File: config.mk
export PLATFORM = sky130hd
export DESIGN_NAME = aes_round_ctrl_flat
export DESIGN_NICKNAME = d
export VERILOG_FILES = /design/src/rtl/aes_round_ctrl_if.sv /design/src/rtl/aes_round_ctrl.sv /design/src/flat_wrapper.sv
export SDC_FILE = /design/constraint.sdc
export NUM_CORES = 1
export LEC_CHECK = 0
export ABC_AREA = 1
export BUFFER_PORTS_ARGS = -buffer_cell sky130_fd_sc_hd__buf_2
export CAP_MARGIN = 0
export CORE_AREA = 2 2 256 258
export DETAILED_ROUTE_END_ITERATION = 8
export DIE_AREA = 0 0 258 260
export PLACE_DENSITY_LB_ADDON = 0.12
export RECOVER_POWER = 100
export SYNTH_ARGS = -nofsm -noshare
export SYNTH_HDL_FRONTEND = slang
export SYNTH_SLANG_ARGS = --single-unit
File: constraint.sdc
create_clock -name clk -period 5 [get_ports clk]
set_input_delay 0.75 -clock clk [delete_from_list [all_inputs] [get_ports clk]]
set_output_delay 0.75 -clock clk [all_outputs]
set_load 0.005 [all_outputs]
File: src/rtl/aes_round_ctrl_if.sv
// Handshake and datapath bundle for the iterative AES-128 round sequencer.
//
// Signals:
//   in_valid/in_ready/in_block/key0  upstream block source handshake
//   abort                            synchronous cancel of the current block
//   load_sel                         state mux select (1 = load, 0 = feedback)
//   rnd_state/rnd_out                state to, and result from, the round datapath
//   rnd_idx/rnd_last                 round number and final-round flag
//   out_valid/out_ready/out_block    ciphertext handshake
//
// Modports:
//   slave   the round controller
//   master  everything around it (block source, round datapath, sink)
interface aes_round_ctrl_if #(
  parameter int unsigned DATA_W = 128,
  parameter int unsigned CNT_W  = 4
);
  logic              in_valid;
  logic              in_ready;
  logic [DATA_W-1:0] in_block;
  logic [DATA_W-1:0] key0;
  logic              abort;
  logic              load_sel;
  logic [DATA_W-1:0] rnd_state;
  logic [DATA_W-1:0] rnd_out;
  logic [CNT_W-1:0]  rnd_idx;
  logic              rnd_last;
  logic              out_valid;
  logic              out_ready;
  logic [DATA_W-1:0] out_block;

  modport slave (
    input  in_valid, in_block, key0, abort, rnd_out, out_ready,
    output in_ready, load_sel, rnd_state, rnd_idx, rnd_last, out_valid, out_block
  );

  modport master (
    output in_valid, in_block, key0, abort, rnd_out, out_ready,
    input  in_ready, load_sel, rnd_state, rnd_idx, rnd_last, out_valid, out_block
  );
endinterface

File: src/rtl/aes_round_ctrl.sv
// Iterative AES-128 round sequencer.
//
// Owns the cipher state register and the load/feedback mux in front of it. A block is
// accepted as in_block ^ key0 (initial AddRoundKey), then the external combinational round
// datapath is applied NR times, one round per cycle, and the result is offered on
// out_block with a valid/ready handshake. Back-to-back blocks are accepted on the same
// edge the previous ciphertext is taken.
//
// Ports:
//   clk   rising-edge clock
//   rst   asynchronous, active-high reset
//   bus   aes_round_ctrl_if slave modport (upstream, round datapath, downstream)
module aes_round_ctrl #(
  parameter int unsigned DATA_W = 128,
  parameter int unsigned NR     = 10,
  parameter int unsigned CNT_W  = 4
) (
  input logic           clk,
  input logic           rst,
  aes_round_ctrl_if.slave bus
);

  if ((2 ** CNT_W) <= NR) begin : g_cnt_w_check
    $error("CNT_W too narrow to hold NR");
  end

  localparam logic [CNT_W-1:0] NrCnt  = CNT_W'(NR);
  localparam logic [CNT_W-1:0] OneCnt = CNT_W'(1);

  typedef enum logic [1:0] {StIdle, StRun, StDone} state_e;

  state_e            st_q;
  logic [CNT_W-1:0]  idx_q;
  logic [DATA_W-1:0] state_q;
  logic              accept;

  // rst gating keeps the upstream from seeing a ready while the controller is held.
  assign bus.in_ready = ~rst & ~bus.abort &
                        ((st_q == StIdle) | ((st_q == StDone) & bus.out_ready));
  assign accept       = bus.in_valid & bus.in_ready;
  assign bus.load_sel = accept;

  assign bus.rnd_state = state_q;
  assign bus.rnd_idx   = idx_q;
  assign bus.rnd_last  = (st_q == StRun) & (idx_q == NrCnt);
  assign bus.out_valid = (st_q == StDone);
  assign bus.out_block = state_q;

  always_ff @(posedge clk or posedge rst) begin
    if (rst) begin
      st_q    <= StIdle;
      idx_q   <= '0;
      state_q <= '0;
    end else if (bus.abort) begin
      // State register deliberately holds; only the sequencing is cancelled.
      st_q  <= StIdle;
      idx_q <= '0;
    end else begin
      unique case (st_q)
        StIdle: begin
          if (accept) begin
            state_q <= bus.in_block ^ bus.key0;
            st_q    <= StRun;
            idx_q   <= OneCnt;
          end
        end
        StRun: begin
          state_q <= bus.rnd_out;
          if (idx_q == NrCnt) begin
            st_q  <= StDone;
            idx_q <= '0;
          end else begin
            idx_q <= idx_q + OneCnt;
          end
        end
        StDone: begin
          if (accept) begin
            state_q <= bus.in_block ^ bus.key0;
            st_q    <= StRun;
            idx_q   <= OneCnt;
          end else if (bus.out_ready) begin
            st_q <= StIdle;
          end
        end
        default: begin
          st_q  <= StIdle;
          idx_q <= '0;
        end
      endcase
    end
  end

endmodule

File: src/flat_wrapper.sv
// flat-port wrapper written by rule: the top's interface ports become plain ports
module aes_round_ctrl_flat 
#(
  parameter int unsigned DATA_W = 128,
  parameter int unsigned NR     = 10,
  parameter int unsigned CNT_W  = 4
)
  (clk, rst, bus_in_valid, bus_in_block, bus_key0, bus_abort, bus_rnd_out, bus_out_ready, bus_in_ready, bus_load_sel, bus_rnd_state, bus_rnd_idx, bus_rnd_last, bus_out_valid, bus_out_block);
  aes_round_ctrl_if #(.DATA_W(DATA_W), .CNT_W(CNT_W)) bus_i ();
  input logic clk;
  input logic rst;
  input wire logic [$bits(bus_i.in_valid)-1:0] bus_in_valid;
  input wire logic [$bits(bus_i.in_block)-1:0] bus_in_block;
  input wire logic [$bits(bus_i.key0)-1:0] bus_key0;
  input wire logic [$bits(bus_i.abort)-1:0] bus_abort;
  input wire logic [$bits(bus_i.rnd_out)-1:0] bus_rnd_out;
  input wire logic [$bits(bus_i.out_ready)-1:0] bus_out_ready;
  output wire logic [$bits(bus_i.in_ready)-1:0] bus_in_ready;
  output wire logic [$bits(bus_i.load_sel)-1:0] bus_load_sel;
  output wire logic [$bits(bus_i.rnd_state)-1:0] bus_rnd_state;
  output wire logic [$bits(bus_i.rnd_idx)-1:0] bus_rnd_idx;
  output wire logic [$bits(bus_i.rnd_last)-1:0] bus_rnd_last;
  output wire logic [$bits(bus_i.out_valid)-1:0] bus_out_valid;
  output wire logic [$bits(bus_i.out_block)-1:0] bus_out_block;
  assign bus_i.in_valid = bus_in_valid;
  assign bus_i.in_block = bus_in_block;
  assign bus_i.key0 = bus_key0;
  assign bus_i.abort = bus_abort;
  assign bus_i.rnd_out = bus_rnd_out;
  assign bus_i.out_ready = bus_out_ready;
  assign bus_in_ready = bus_i.in_ready;
  assign bus_load_sel = bus_i.load_sel;
  assign bus_rnd_state = bus_i.rnd_state;
  assign bus_rnd_idx = bus_i.rnd_idx;
  assign bus_rnd_last = bus_i.rnd_last;
  assign bus_out_valid = bus_i.out_valid;
  assign bus_out_block = bus_i.out_block;
  aes_round_ctrl #(.DATA_W(DATA_W), .NR(NR), .CNT_W(CNT_W)) u_core (.clk(clk), .rst(rst), .bus(bus_i));
endmodule
# Word level (Yosys, flattened, before mapping)
# Cells that the tools add are included.
# op_classes
add_sub_neg	1
eq_ne	8
muxes	12
bitwise	9
reduce_logical	5
# ops
cell	count
$pmux 128 s2	1
$mux 128	1
$xor 128x128->128	1
$mux 4	3
$mux 2	5
$pmux 4 s2	1
$ne 3x3->1 const B	2
$pmux 2 s3	1
$reduce_and 3->1	2
$and 1x1->1	5
$add 4x1->4 const B	1
$eq 4x4->1 const B	1
$ne 4x4->1 const B	1
$ne 3x1->1 const B	1
$eq 2x1->1 const B	1
$eq 2x2->1 const B	1
$logic_not 2->1	1
$ne 2x1->1 const B	1
$not 1->1	2
$reduce_bool 2->1	1
$reduce_or 2->1	1
$or 1x1->1	1
# totals
reg_bits	134
out_inout_bits	264

# Depth between registers and ports, before layout
# Gate-level depths: netlist of the first run.
# logic_depth
depth_word	8
depth_mapped	10
ltp_nobuf	10

# Worst setup path before layout of the first run
# No wires, ideal clock.
# synth_timing
kind	input to output
from	in rst
to	out bus_in_ready
arrival_time_ps	4070
required_ps	4250
slack_ps	180
path_stages	3
path_buffers	0
cell_sequence	inv_1 > nand2_1 > nor3_1
# synth_via
elab_chain_len	3
# synth_lines
element	line_no	source
start, declared	flat_wrapper.sv:11	input logic rst;
$not 1->1	aes_round_ctrl.sv:38	assign bus.in_ready = ~rst & ~bus.abort &
$and 1x1->1 (2 in a row)	aes_round_ctrl.sv:38	
end, declared	flat_wrapper.sv:18	output wire logic [$bits(bus_i.in_ready)-1:0] bus_in_ready;
# Every way passes these cells.

# Final worst setup path of the first run
# layout_timing
from	reg u_core.st_q[0]
to	reg u_core.state_q[17], in the netlist u_core.bus.out_block[17]
# layout_via
elab_chain_len	7
# layout_lines
element	line_no	source
start, declared	aes_round_ctrl.sv:32	state_e st_q;
start signal, assigned	aes_round_ctrl.sv:51	st_q <= StIdle;
start signal, assigned	aes_round_ctrl.sv:56	st_q <= StIdle;
start signal, assigned	aes_round_ctrl.sv:63	st_q <= StRun;
$eq 2x2->1	aes_round_ctrl.sv:39, aes_round_ctrl.sv:59	
$and 1x1->1	aes_round_ctrl.sv:39	((st_q == StIdle) | ((st_q == StDone) & bus.out_ready));
$or 1x1->1	aes_round_ctrl.sv:39	
$and 1x1->1	aes_round_ctrl.sv:38	
$and 1x1->1	aes_round_ctrl.sv:40	assign accept = bus.in_valid & bus.in_ready;
$ne 2x1->1 (no line)	--	
$reduce_and 3->1 (no line)	--	
end signal, assigned	aes_round_ctrl.sv:62	state_q <= bus.in_block ^ bus.key0;
end signal, assigned	aes_round_ctrl.sv:68	state_q <= bus.rnd_out;
end signal, assigned	aes_round_ctrl.sv:78	state_q <= bus.in_block ^ bus.key0;
end, declared	aes_round_ctrl.sv:34	logic [DATA_W-1:0] state_q;
# Several ways; a longest one is shown, not always the timed one.
# A chain may end at the register's enable or synchronous reset.

==> results.json, run 1 <==
{
  "fin_skew_ns": 0.0101,
  "rsz0062_at_grt": "no",
  "grt_pass1_wl_um": 64000,
  "relSlewSlack": -0.0669,
  "postCtsHoldBufs": 0,
  "crit_buf_inv": 2,
  "routedWlPerCell_um": 15.9,
  "drt-initial-drc-count": 547,
  "syn2layout_area_growth_pct": 36.0,
  "ant_nets": 0,
  "wl_um": 43800,
  "finalMaxSlewViolations": 65,
  "drive_above_1_share": 0.302,
  "endpoint_kind": "flip-flop",
  "die_h_um": 260,
  "drc": 0,
  "hold_path.class": "in -> async",
  "dr.pass1.iters": 5,
  "cp.arrival_ns": 4.15,
  "setup_viol": 0,
  "critPathLaunch": "u_core.st_q[0]",
  "post_cts_buffers": 0,
  "path_delay_family": "simple AND/OR/NAND/NOR gates",
  "syn_avg_cell_area_um2": 6.64,
  "max_freq_mhz": 263,
  "vias": 10700,
  "cp-start-kind": "flip-flop",
  "clock_latency_ns": 0.47,
  "die_area_um2": 67100,
  "synth_cell_types": 20,
  "finalPower_mw": 4.74,
  "grt_overflow": 0,
  "ys_seq_area_frac": 0.355,
  "final_common_cell": "nand2_1",
  "clock_path_buffers": 2,
  "row_count": 93,
  "violations": "max-capacitance violations, max-slew violations",
  "tightest_slew_ns": 1.60,
  "hold_viol": 0,
  "fillers": 7495,
  "core_area_um2": 64100,
  "dp_hpwl_um": 33300,
  "path_max_fanout": 72,
  "vias_per_cell": 3.89,
  "leakage_nw": 7.00,
  "antenna_found_initial": 3,
  "finalSetupTns_ns": 0,
  "ctsResizeCount": 0,
  "io_pins": 653,
  "yosysWarnings": 0,
  "min_period_ns": 3.80,
  "final_cell_mix": "nand2_1 (655), buf_2 (528), nor2_1 (134)",
  "grt_pass1_vias": 10600,
  "cts_sinks": 134,
  "cts-htree-levels": 4,
  "clkTransAtPathRegs_ns": 0.07,
  "clockRootBuffer": "clkbuf_16",
  "syn-instance-count": 1422,
  "gp_congestion": 0.779,
  "crit_type": "reg -> reg",
  "ir_worst_vdd_mv": 0.223,
  "die_x_um": 258,
  "timing.hold.ws_ns": 0.274,
  "crit_top_cell": "nand2_1",
  "rr_startpoint": "u_core.st_q[0]",
  "critPathMaxStageDelay_ns": 1.00,
  "grt_max_degree": 73,
  "critPathRequiredTime_ns": 5.35,
  "cts_tree": "done",
  "synth-seq-cells": 134,
  "worstPathCellList": "inv_2, nand2_1, nand3_4, buf_12, nand2_1, nand2_1",
  "nets": 2280,
  "grt_use_total": 0.125,
  "io_buffers": 652,
  "cap_violations": 1,
  "outcome": "finished, violations left",
  "cts_buffers": 17,
  "syn_nets": 1813,
  "min_period_over_period": 0.760,
  "cpMaxStageDelayCell": "dfrtp_4",
  "synth_area_um2": 9440,
  "p_per_area_nw_per_um2": 370,
  "start_util": 0.147
}
[registers in the layout (all words and copies together) (netlist names)]
name	count
u_core.st_q	2
u_core.bus.out_block	128
u_core.bus.rnd_idx	4
[per-stage QoR]
| stage | cell area (um2) | utilization | worst slack, ns | cells |
|---|---|---|---|---|
| CTS | 13000 | 0.203 | 1.54 | 2757 |
| floorplan | 9440 | - | 0.180 | 1422 |
| finish | 12800 | 0.200 | 1.20 | 2759 |
| global placement | 12400 | 0.193 | 1.62 | 2725 |
| global route | 12800 | 0.200 | 0.774 | 2759 |
| detailed placement | 12400 | 0.193 | 1.57 | 2725 |
[worst reg2reg max path: cells and delay by family, from the launching register on]
family	cells	cell delay, ns
buffers and inverters	2	1.33
and+or+nand+nor	4	1.34
DFF	1	1.00
[per-layer routing]
metal,global-route usage,part of all wire,up-vias
met5,0,0.00025,-
met4,0.0401,0.018,2
met3,0.0247,0.047,38
met2,0.230,0.53,332
met1,0.145,0.40,4951
li1,-,-,5418
[layout make-up]
class	count	area [um2]	share of cell area
multi-input combinational	1065	4550	0.355
tap	855	1070	0.0834
antenna	2	5.00	0.000390
timing repair buffer	661	3190	0.248
sequential	134	3360	0.262
clock inverter	11	148	0.0115
clock buffer	21	470	0.0367
inverter	10	45.0	0.00351
[synth_stat cells (all sizes together)]
cell	n	area (um2)
o21ai	132	661
nor2	135	514
a21oi	1	5.00
inv	10	37.5
nor3	1	5.00
clkbuf	25	93.8
nand4	129	822
dfrtp	134	3350
nand2	656	2460
buf	188	1400
xor2	1	8.76
ha	2	25.0
nand3	8	45.0
[path summary, 6_finish.rpt]
check                                      endpoint  slack [ns]  cells past startpoint
min reg2reg                u_core.bus.out_block[36]        0.50                      2
max in group asynchronous            u_core.st_q[0]        3.61                      3
max reg2reg                u_core.bus.out_block[17]        1.20                      6
min in group clk           u_core.bus.out_block[36]        0.50                      2
max                        u_core.bus.out_block[17]        1.20                      6
min                        u_core.bus.out_block[90]        0.27                      2
[power by group]
part	internal [mW]	switching (mW)	leakage (nW)
Clock	0.823	0.546	0.292
Sequential	1.42	0.412	1.67
Combinational	0.690	0.855	5.03
Total	2.93	1.81	7.00
[logic make-up after synthesis]
kind of cell | Yosys count | share of synthesized area
adder cells (fa/ha/maj) | 2 | 0.00265
flip-flops | 134 | 0.355
XOR/XNOR | 1 | 0.000928
AO/OA/AOI/OAI | 133 | 0.0705
buffers and inverters | 223 | 0.162
AND/OR/NAND/NOR | 929 | 0.408
Power figures use the tool's default switching activity.
==> run 2: changes to the inputs <==
clock period = 3.23 ns   (was 5 ns; I/O delays follow)
==> run 2 against run 1 <==
Net effect:
- worst setup slack worse by 0.64 ns
- combinational power up 59%
- cell count about the same
- critical endpoint is now u_core.bus.out_block[9]
- largest cell class unchanged
- the flow now finishes without violations
- clock power up 64%
- power up 58%
- sequential cell count unchanged
==> results.json, run 2 (synthesis results as in run 1) <==
{
  "pwr-share-seq": 0.373,
  "grt_max_degree": 133,
  "largest_register_ffs": 128,
  "grt_pass1_vias": 10500,
  "cap_violations": 0,
  "finalPower_mw": 7.50,
  "routedWlPerCell_um": 16.2,
  "switching_share": 0.375,
  "setup_slack_ns": 0.561,
  "cp-start-kind": "input pin",
  "syn2layout_area_growth_pct": 37.3,
  "clock_latency_ns": 0.48,
  "combPwrFrac": 0.328,
  "die_area_um2": 67100,
  "postLayoutCellArea_um2": 13000,
  "crit_type": "in -> reg",
  "cpMaxStageDelayCell": "dlygate4sd3_1",
  "dp_hpwl_um": 33100,
  "ant_nets": 0,
  "fillers": 7417,
  "cts_buffers": 17,
  "nets": 2282,
  "gp_congestion": 0.778,
  "setup_viol": 0,
  "drt-initial-drc-count": 468,
  "grt_pass1_wl_um": 65300,
  "clkTransAtPathRegs_ns": 0.06,
  "netSwitchingPower_mw": 2.81,
  "die_x_um": 258,
  "finalMaxSlewViolations": 0,
  "n_antenna_cell": 0,
  "crit_buf_inv": 4,
  "vias_per_cell": 3.92,
  "critPathRequiredTime_ns": 3.59,
  "antenna_found_initial": 1,
  "fin_skew_ns": 0.0145,
  "grt_use_total": 0.127,
  "place_area_um2": 12500,
  "grt_overflow": 0,
  "hold_viol": 0,
  "ctsResizeCount": 0,
  "clock_path_buffers": 2,
  "final_util": 0.202,
  "path_delay_family": "buffers and inverters",
  "crit_top_cell": "nand2_1",
  "dr.pass1.iters": 5,
  "p_per_area_nw_per_um2": 579,
  "p_int_mw": 4.68,
  "min_period_over_period": 0.826,
  "outcome": "completed",
  "clockRootBuffer": "clkbuf_16",
  "tightest_slew_ns": 1.43,
  "io_pins": 653,
  "dpl_worst_slack_ns": 1.00,
  "relSlewSlack": 0.0492,
  "cp.arrival_ns": 3.03,
  "final_common_cell": "nand2_1",
  "critPathMaxStageDelay_ns": 0.52,
  "min_period_ns": 2.67,
  "hold_path.class": "in -> reg",
  "cts_tree": "done",
  "max_freq_mhz": 375,
  "drc": 0,
  "ir_worst_vdd_mv": 0.219,
  "leakage_nw": 7.08,
  "path_max_fanout": 128,
  "final_cell_mix": "nand2_1 (655), buf_2 (534), nor2_1 (134), dfrtp_1 (134), o21ai_0 (132)",
  "worstPathCellList": "dlygate4sd3_1, clkbuf_1, clkinvlp_2, nand4_4, nand2_1, buf_12, nand4_1, nand2_1",
  "row_count": 93,
  "drive_above_1_share": 0.306,
  "vias": 10800,
  "endpoint_kind": "flip-flop",
  "rsz0062_at_grt": "no",
  "die_h_um": 260,
  "core_area_um2": 64100,
  "io_buffers": 652,
  "cts-htree-levels": 4,
  "cts_sinks": 134,
  "start_util": 0.147,
  "p_clk_frac": 0.299,
  "wl_um": 44700
}
[run 2: changes by cell type in the layout (fill, tap and decap cells not counted), moves of 4 or more]
cell	before	now
buf_2	528	534
clkbuf_1	123	118
clkinvlp_4	4	0
buf_12	1	6
buf_4	7	2
[run 2: path summary, 6_finish.rpt]
kind / depth (start not counted) / from / end / slack [ns]
min: 4 / bus_out_ready / u_core.st_q[1] / 0.33
min in group asynchronous: 3 / rst / u_core.bus.rnd_idx[2] / 0.57
max: 8 / rst / u_core.bus.out_block[9] / 0.56
max reg2reg: 6 / u_core.st_q[0] / u_core.bus.out_block[29] / 1.07
max in group asynchronous: 4 / rst / u_core.bus.out_block[104] / 0.91
min reg2reg: 2 / u_core.bus.out_block[94] / u_core.bus.out_block[94] / 0.50
[run 2: metal layers]
layer	global-route usage	routed length (um)	vias to the layer above
met1	0.151	18800	5055
met4	0.0389	675	0
li1	-	-	5426
met5	0	0	-
met3	0.0254	1950	34
met2	0.230	23300	293
[run 2: stage by stage]
| step | hold slack, ns | setup TNS, ns | instances |
|---|---|---|---|
| 3_5_place_dp | 0.486 | 0 | 2726 |
| 2_1_floorplan | 0.486 | -40.54 | 1422 |
| 4_1_cts | 0.258 | 0 | 2758 |
| 5_1_grt | 0.307 | 0 | 2758 |
| 6_report | 0.328 | 0 | 2758 |
| 3_3_place_gp | 0.480 | 0 | 2726 |
[run 2: cell type report]
type / count / area [um2] / area share
multi-input cells: 1065 / 4560 / 0.352
inverters: 10 / 43.8 / 0.00338
clock inverters: 12 / 200 / 0.0155
flip-flops and latches: 134 / 3350 / 0.259
repair buffers: 663 / 3270 / 0.253
clock buffers: 19 / 453 / 0.0350
well taps: 855 / 1070 / 0.0826
[run 2: what timing repair did]
| action | CTS | global route |
|---|---|---|
| buffers inserted | 0 | 0 |
| hold buffers | 1 | 0 |
| endpoints found under the hold margin | 3 | 0 |
[run 2: power by group through the flow]
stage / logic (mW) / clock network, mW / registers [mW]
6_report: 2.46 / 2.24 / 2.80
5_1_grt: 2.81 / 2.39 / 2.88
4_1_cts: 2.65 / 2.35 / 2.82
3_5_place_dp: 2.65 / 0 / 2.84
3_3_place_gp: 2.65 / 0 / 2.83
2_1_floorplan: 1.71 / 0 / 2.63
[run 2: worst register-to-register path, delay by kind of cell (launching register included)]
kind            cells  cell delay, ns
compound gates      1            0.30
buf+inv             2            0.86
simple gates        3            0.45
flops               1            0.49
